===== src/rtl/uart_pkg.sv =====
// Shared definitions for the parametrised UART receiver.
//   state_t     : receiver FSM state encoding
//   PARITY_*    : values accepted by the PARITY_MODE parameter
//   maj3        : 3-input majority, used by the optional sample voter
package uart_pkg;

  typedef enum logic [2:0] {
    IDLE   = 3'd0,
    START  = 3'd1,
    DATA   = 3'd2,
    PARITY = 3'd3,
    STOP   = 3'd4
  } state_t;

  localparam int PARITY_NONE = 0;
  localparam int PARITY_EVEN = 1;
  localparam int PARITY_ODD  = 2;

  function automatic logic maj3(input logic a, input logic b, input logic c);
    return (a & b) | (a & c) | (b & c);
  endfunction

endpackage


===== src/rtl/uart_rx_sampler.sv =====
// Line front end for uart_rx_param.
// Two-flop synchroniser on the raw serial line, plus an optional 3-tap
// majority voter (macro UART_RX_MAJORITY_EN) over the last three ticks.
// Ports:
//   i_clock, i_reset : system clock, async active-high reset
//   i_tick           : oversample tick enable
//   i_bit_rx         : raw serial line (async)
//   o_rx             : synchronised line level (used for idle/arm logic)
//   o_sample         : value to use at a sample point (voted or plain)
module uart_rx_sampler
  import uart_pkg::*;
(
  input  logic i_clock,
  input  logic i_reset,
  input  logic i_tick,
  input  logic i_bit_rx,
  output logic o_rx,
  output logic o_sample
);

  logic [1:0] sync;

  // Resets to idle-high so a reset never looks like a start edge.
  always_ff @(posedge i_clock or posedge i_reset) begin
    if (i_reset) sync <= 2'b11;
    else         sync <= {sync[0], i_bit_rx};
  end

  assign o_rx = sync[1];

`ifdef UART_RX_MAJORITY_EN
  // hist[0] = rx at the previous tick, hist[1] = two ticks back; together
  // with the current rx this covers the three ticks ending at the sample.
  logic [1:0] hist;

  always_ff @(posedge i_clock or posedge i_reset) begin
    if (i_reset)     hist <= 2'b11;
    else if (i_tick) hist <= {hist[0], o_rx};
  end

  assign o_sample = maj3(hist[1], hist[0], o_rx);
`else
  logic unused_tick;
  assign unused_tick = i_tick;
  assign o_sample    = o_rx;
`endif

endmodule


===== src/rtl/uart_rx_param.sv =====
// Parametrised UART receiver (LSB first, optional parity, 1 or 2 stop bits).
// Optional build macro: UART_RX_MAJORITY_EN (3-tick majority at every
// sample point; timing identical either way).
// Ports:
//   i_clock, i_reset : system clock, async active-high reset
//   i_tick           : one-clock enable, OVERSAMPLE per bit
//   i_bit_rx         : serial line, idle high
//   i_rd             : consumer acknowledge of o_data_out
//   o_data_out       : last received word
//   o_rx_done        : one-clock pulse on frame completion
//   o_valid          : word pending, cleared by i_rd
//   o_parity_err     : parity flag of o_data_out
//   o_frame_err      : stop-bit flag of o_data_out
//   o_overrun_err    : sticky, frame landed while o_valid was high
//   o_busy           : FSM not in IDLE
module uart_rx_param
  import uart_pkg::*;
#(
  parameter int WIDTH_WORD    = 8,
  parameter int CANT_BIT_STOP = 2,
  parameter int OVERSAMPLE    = 16,
  parameter int PARITY_MODE   = 0
) (
  input  logic                  i_clock,
  input  logic                  i_reset,
  input  logic                  i_tick,
  input  logic                  i_bit_rx,
  input  logic                  i_rd,
  output logic [WIDTH_WORD-1:0] o_data_out,
  output logic                  o_rx_done,
  output logic                  o_valid,
  output logic                  o_parity_err,
  output logic                  o_frame_err,
  output logic                  o_overrun_err,
  output logic                  o_busy
);

  localparam int TW = $clog2(OVERSAMPLE);
  localparam int BW = $clog2(WIDTH_WORD + 1);

  localparam logic [TW-1:0] T_MID  = TW'(OVERSAMPLE / 2 - 1);
  localparam logic [TW-1:0] T_END  = TW'(OVERSAMPLE - 1);
  localparam logic [BW-1:0] B_LAST = BW'(WIDTH_WORD - 1);
  localparam logic [BW-1:0] S_LAST = BW'(CANT_BIT_STOP - 1);
  localparam logic          P_ODD  = (PARITY_MODE == PARITY_ODD);

  state_t                state;
  logic [TW-1:0]         tick_cnt;
  logic [BW-1:0]         bit_cnt;
  logic [WIDTH_WORD-1:0] buffer;
  logic                  armed;
  logic                  par_err;
  logic                  rx;
  logic                  sample;

  uart_rx_sampler u_sampler (
    .i_clock  (i_clock),
    .i_reset  (i_reset),
    .i_tick   (i_tick),
    .i_bit_rx (i_bit_rx),
    .o_rx     (rx),
    .o_sample (sample)
  );

  assign o_busy = (state != IDLE);

  always_ff @(posedge i_clock or posedge i_reset) begin
    if (i_reset) begin
      state         <= IDLE;
      tick_cnt      <= '0;
      bit_cnt       <= '0;
      buffer        <= '0;
      armed         <= 1'b1;
      par_err       <= 1'b0;
      o_data_out    <= '0;
      o_rx_done     <= 1'b0;
      o_valid       <= 1'b0;
      o_parity_err  <= 1'b0;
      o_frame_err   <= 1'b0;
      o_overrun_err <= 1'b0;
    end else begin
      o_rx_done <= 1'b0;

      // Handshake runs every clock; a finish below overrides it so that a
      // coinciding new frame keeps o_valid high.
      if (i_rd && o_valid) begin
        o_valid       <= 1'b0;
        o_overrun_err <= 1'b0;
      end

      if (i_tick) begin
        case (state)
          IDLE: begin
            tick_cnt <= '0;
            bit_cnt  <= '0;
            if (rx)         armed <= 1'b1;
            else if (armed) state <= START;
          end

          START: begin
            if (tick_cnt == T_MID) begin
              tick_cnt <= '0;
              bit_cnt  <= '0;
              state    <= sample ? IDLE : DATA;  // high mid-start = glitch
            end else begin
              tick_cnt <= tick_cnt + 1'b1;
            end
          end

          DATA: begin
            if (tick_cnt == T_END) begin
              tick_cnt <= '0;
              buffer   <= {sample, buffer[WIDTH_WORD-1:1]};
              if (bit_cnt == B_LAST) begin
                bit_cnt <= '0;
                state   <= (PARITY_MODE != PARITY_NONE) ? PARITY : STOP;
              end else begin
                bit_cnt <= bit_cnt + 1'b1;
              end
            end else begin
              tick_cnt <= tick_cnt + 1'b1;
            end
          end

          PARITY: begin
            if (tick_cnt == T_END) begin
              tick_cnt <= '0;
              par_err  <= (^buffer) ^ sample ^ P_ODD;
              state    <= STOP;
            end else begin
              tick_cnt <= tick_cnt + 1'b1;
            end
          end

          STOP: begin
            if (tick_cnt == T_END) begin
              tick_cnt <= '0;
              if (!sample || bit_cnt == S_LAST) begin
                o_data_out   <= buffer;
                o_parity_err <= par_err;
                o_frame_err  <= !sample;
                o_rx_done    <= 1'b1;
                o_valid      <= 1'b1;
                if (o_valid && !i_rd) o_overrun_err <= 1'b1;
                // A low stop bit may be a break: stay disarmed until the
                // line has been seen high again.
                if (!sample) armed <= 1'b0;
                bit_cnt <= '0;
                state   <= IDLE;
              end else begin
                bit_cnt <= bit_cnt + 1'b1;
              end
            end else begin
              tick_cnt <= tick_cnt + 1'b1;
            end
          end

          default: state <= IDLE;
        endcase
      end
    end
  end

endmodule

===== config.mk =====
export PLATFORM = sky130hd
export DESIGN_NAME = uart_rx_param
export DESIGN_NICKNAME = d
export VERILOG_FILES = /design/src/rtl/uart_pkg.sv /design/src/rtl/uart_rx_sampler.sv /design/src/rtl/uart_rx_param.sv
export SDC_FILE = /design/constraint.sdc
export NUM_CORES = 1
export LEC_CHECK = 0
export BUFFER_PORTS_ARGS = -buffer_cell sky130_fd_sc_hd__buf_2
export CORE_AREA = 2 2 48 84
export CTS_CLUSTER_DIAMETER = 150
export CTS_CLUSTER_SIZE = 30
export DETAILED_ROUTE_END_ITERATION = 16
export DIE_AREA = 0 0 50 86
export GPL_ROUTABILITY_DRIVEN = 0
export PLACE_DENSITY = 0.7
export SLEW_MARGIN = 10
export SYNTH_ARGS = -nofsm -noshare
export SYNTH_HDL_FRONTEND = slang
export SYNTH_SLANG_ARGS = --single-unit

===== constraint.sdc =====
create_clock -name i_clock -period 1.7 [get_ports i_clock]
set_input_delay 0.34 -clock i_clock [delete_from_list [all_inputs] [get_ports i_clock]]
set_output_delay 0.34 -clock i_clock [all_outputs]
set_load 0.03 [all_outputs]

==> reports/metrics.cfg <==
[timing]
timing.hold.ws_ns = 0.145
worst_pin_slew_ns = 0.452
finalSetupViolations = 11
timing.slew.headroom_pct = 69.9
finClkSkew_ns = 0.0112
fmax_mhz = 571
rsz0062_at_grt = true
fin_crit_sh_pct = 103
finalHoldViolCount = 0
setup_slack_ns = -0.0517
report.final.slew_viol_count = 0
tns_ns = -0.375
fin_crit_ns = 1.75

[setup_path]
r2r_setup_slack_ns = -0.05
critical_path.cell_chain = inv_1 -> ha_1 -> or3b_4 -> a21oi_4 -> buf_12 -> mux2_1
critPathArrivalTime_ns = 1.91
crit_fanout = 9
cp-startpoint = bit_cnt[1]
cpPeakStageDelay_ns = 0.41
endpoint = o_data_out[0]
critPathKind = flop to flop
critPathRequiredTime_ns = 1.86
rr_startpoint = bit_cnt[1]
r2r_cells = 6
crit_path_top_delay_cell = or3b_4
r2r-end = o_data_out[0]
endpoint_kind = flop
startpoint_type = flop

[floorplan]
die-height_um = 86
die_x_um = 50
dieArea_um2 = 4300
num_rows = 29
initial_core_util_pct = 50.8
ios = 19
coreArea_um2 = 3590

[synth]
post_synth.cell_area_avg_um2 = 11.7
synth_area_um2 = 1820
syn_inst = 156
ys.flop_type = dfrtp_1
synth.distinct_cells = 52
synth.yosys.warnings = 0
syn_nets = 164
synth.yosys.seq_area_share_pct = 49.6
synth-edff-count = 0
ys_async_sr_fraction_pct = 100
yosys_register_bits = 36

[power]
power_density_nw_per_um2 = 1310
ir_drop_uv = 730
p_leak_nw = 1.21

[grt]
grt_antenna_before_repair = 0
grt_overflow = 0
grt_pass1_vias = 1553
grt_use_total_pct = 21.4
grt_first_pass_wirelength_um = 6930
grt_max_degree = 37

[cts]
clock-root-buffer = clkbuf_8
cts_sinks = 36
cts_hold_repair.buffers = 0
clock_latency_ns = 0.29
cts_buffers = 5
h-tree-depth = 2
clk_pin_slew_ns = 0.07
cts_tree = yes
cts.path.max_buffers = 2

[outcome]
failed_checks = negative setup slack
status = complete, but fails checks

[placed_design]
dp_hpwl_um = 2900
io_buffers = 18
place_area_um2 = 2180

[layout]
finish.utilization_pct = 68.5
seq_area_um2 = 907
fillCellCount = 247
area_growth_pct = 35.0
antenna_cells = 0
fin_nets = 219
drive_gt1_share_pct = 51.4
design_area_um2 = 2460
multi_input_area_um2 = 967

[detailed_routing]
first_iter_violations = 25
vias = 1423
dr.pass1.iters = 4
drc = 0
drt-total-wl_um = 4110
ant_nets = 0
viasPerCell = 5.52
post_drt_wl_per_cell_um = 15.9

[min_path]
min_path_type = input pin to async pin

[job]
cap_viol_max_count = 0

## per-layer routing
| layer | vias up | wire [um] | share of wire, % | track usage (%) |
|---|---|---|---|---|
| met4 | 0 | 241 | 5.9 | 16.7 |
| met5 | - | 0 | 0 | 0 |
| met1 | 687 | 1410 | 34 | 21.4 |
| li1 | 672 | - | - | - |
| met2 | 41 | 2320 | 56 | 37.6 |
| met3 | 23 | 138 | 3.4 | 4.01 |
## placed cells by master (no fill, tap or decap), types with 3 or more instances in the layout
cell type and instances:
nor2_1 3, mux2_2 11, nand2_1 10, dfrtp_1 31, a21oi_1 7, mux2_4 3, inv_1 7, clkbuf_8 6
o21ai_0 4, buf_2 17, buf_6 3, xnor2_1 6, buf_4 33, mux2_1 5, dfstp_2 3
## what timing repair did
action | CTS | global route
buffers inserted | 6 | 3
gates resized for setup | 16 | 13
setup endpoints to repair | 18 | 27
pin swaps | 2 | 3
## kinds of logic after synthesis
| family | count (synthesis) | synth area share [%] |
|---|---|---|
| compound gates | 31 | 12.8 |
| xor+xnor | 8 | 3.84 |
| fa+ha+maj | 4 | 2.61 |
| buf+inv | 16 | 4.60 |
| flops | 36 | 49.6 |
| mux | 20 | 12.5 |
| simple gates | 41 | 14.1 |
## power by group
group	switching [mW]	internal, mW	total (mW)
combinational	0.747	0.764	1.51
sequential	0.142	0.959	1.10
clock	0.295	0.331	0.626
total	1.18	2.05	3.24
## critical path: cells and delay by family (launching register included)
kind / cells / cell delay, ns
adders and majority gates: 1 / 0.13
buffers and inverters: 2 / 0.21
AOI/OAI and AO/OA: 1 / 0.18
and+or+nand+nor: 1 / 0.41
muxes: 1 / 0.32
DFF: 1 / 0.38
## Yosys cell counts, drive strengths merged, types with 4 or more instances
cell type	number	share of area, %
a21oi	8	2.4
o21ai	7	2.1
dfrtp	33	45
inv	9	1.9
nand3	4	1.1
buf	7	2.7
mux2	19	12
xnor2	6	2.9
nand2	12	2.7
nor2	4	0.82
nor3	5	2.0
## state kept, by name, indices dropped and copies added (netlist names), named ones only
name,flops
bit_cnt,4
tick_cnt,4
armed,1
u_sampler.sync,2
o_valid,1
o_data_out,8
o_frame_err,1
par_err,1
state,3
o_parity_err,1
buffer,8
o_rx_done,1
## worst min path at each step
stage / from / slack (ns) / endpoint / cells past startpoint
floorplan: i_bit_rx / 0.34 / u_sampler.sync[0] / 0
global placement: u_sampler.sync[0] / 0.35 / u_sampler.sync[1] / 0
detailed placement: u_sampler.sync[0] / 0.35 / u_sampler.sync[1] / 0
CTS: i_bit_rx / 0.15 / u_sampler.sync[0] / 1
global route: i_bit_rx / 0.14 / u_sampler.sync[0] / 1
finish: i_reset / 0.14 / bit_cnt[0] / 3
## final cells by class
class                   instances  area share, %
repair buffers                 55           16.5
inverters                       9           1.37
clock buffers                   8           3.66
multi-input cells             104           39.3
well taps                      46           2.34
flip-flops and latches         36           36.8
## metrics by stage
step / worst slack [ns] / total power [mW] / cells
final: -0.0517 / 3.24 / 258
after global routing: -0.0974 / 3.40 / 258
after CTS: -0.0547 / 3.13 / 255
after detailed placement: -0.190 / 2.22 / 241
after global placement: -0.0821 / 2.15 / 241
after floorplan: 0.00501 / 1.79 / 156
Note: power is estimated with default switching activity, not from simulation.
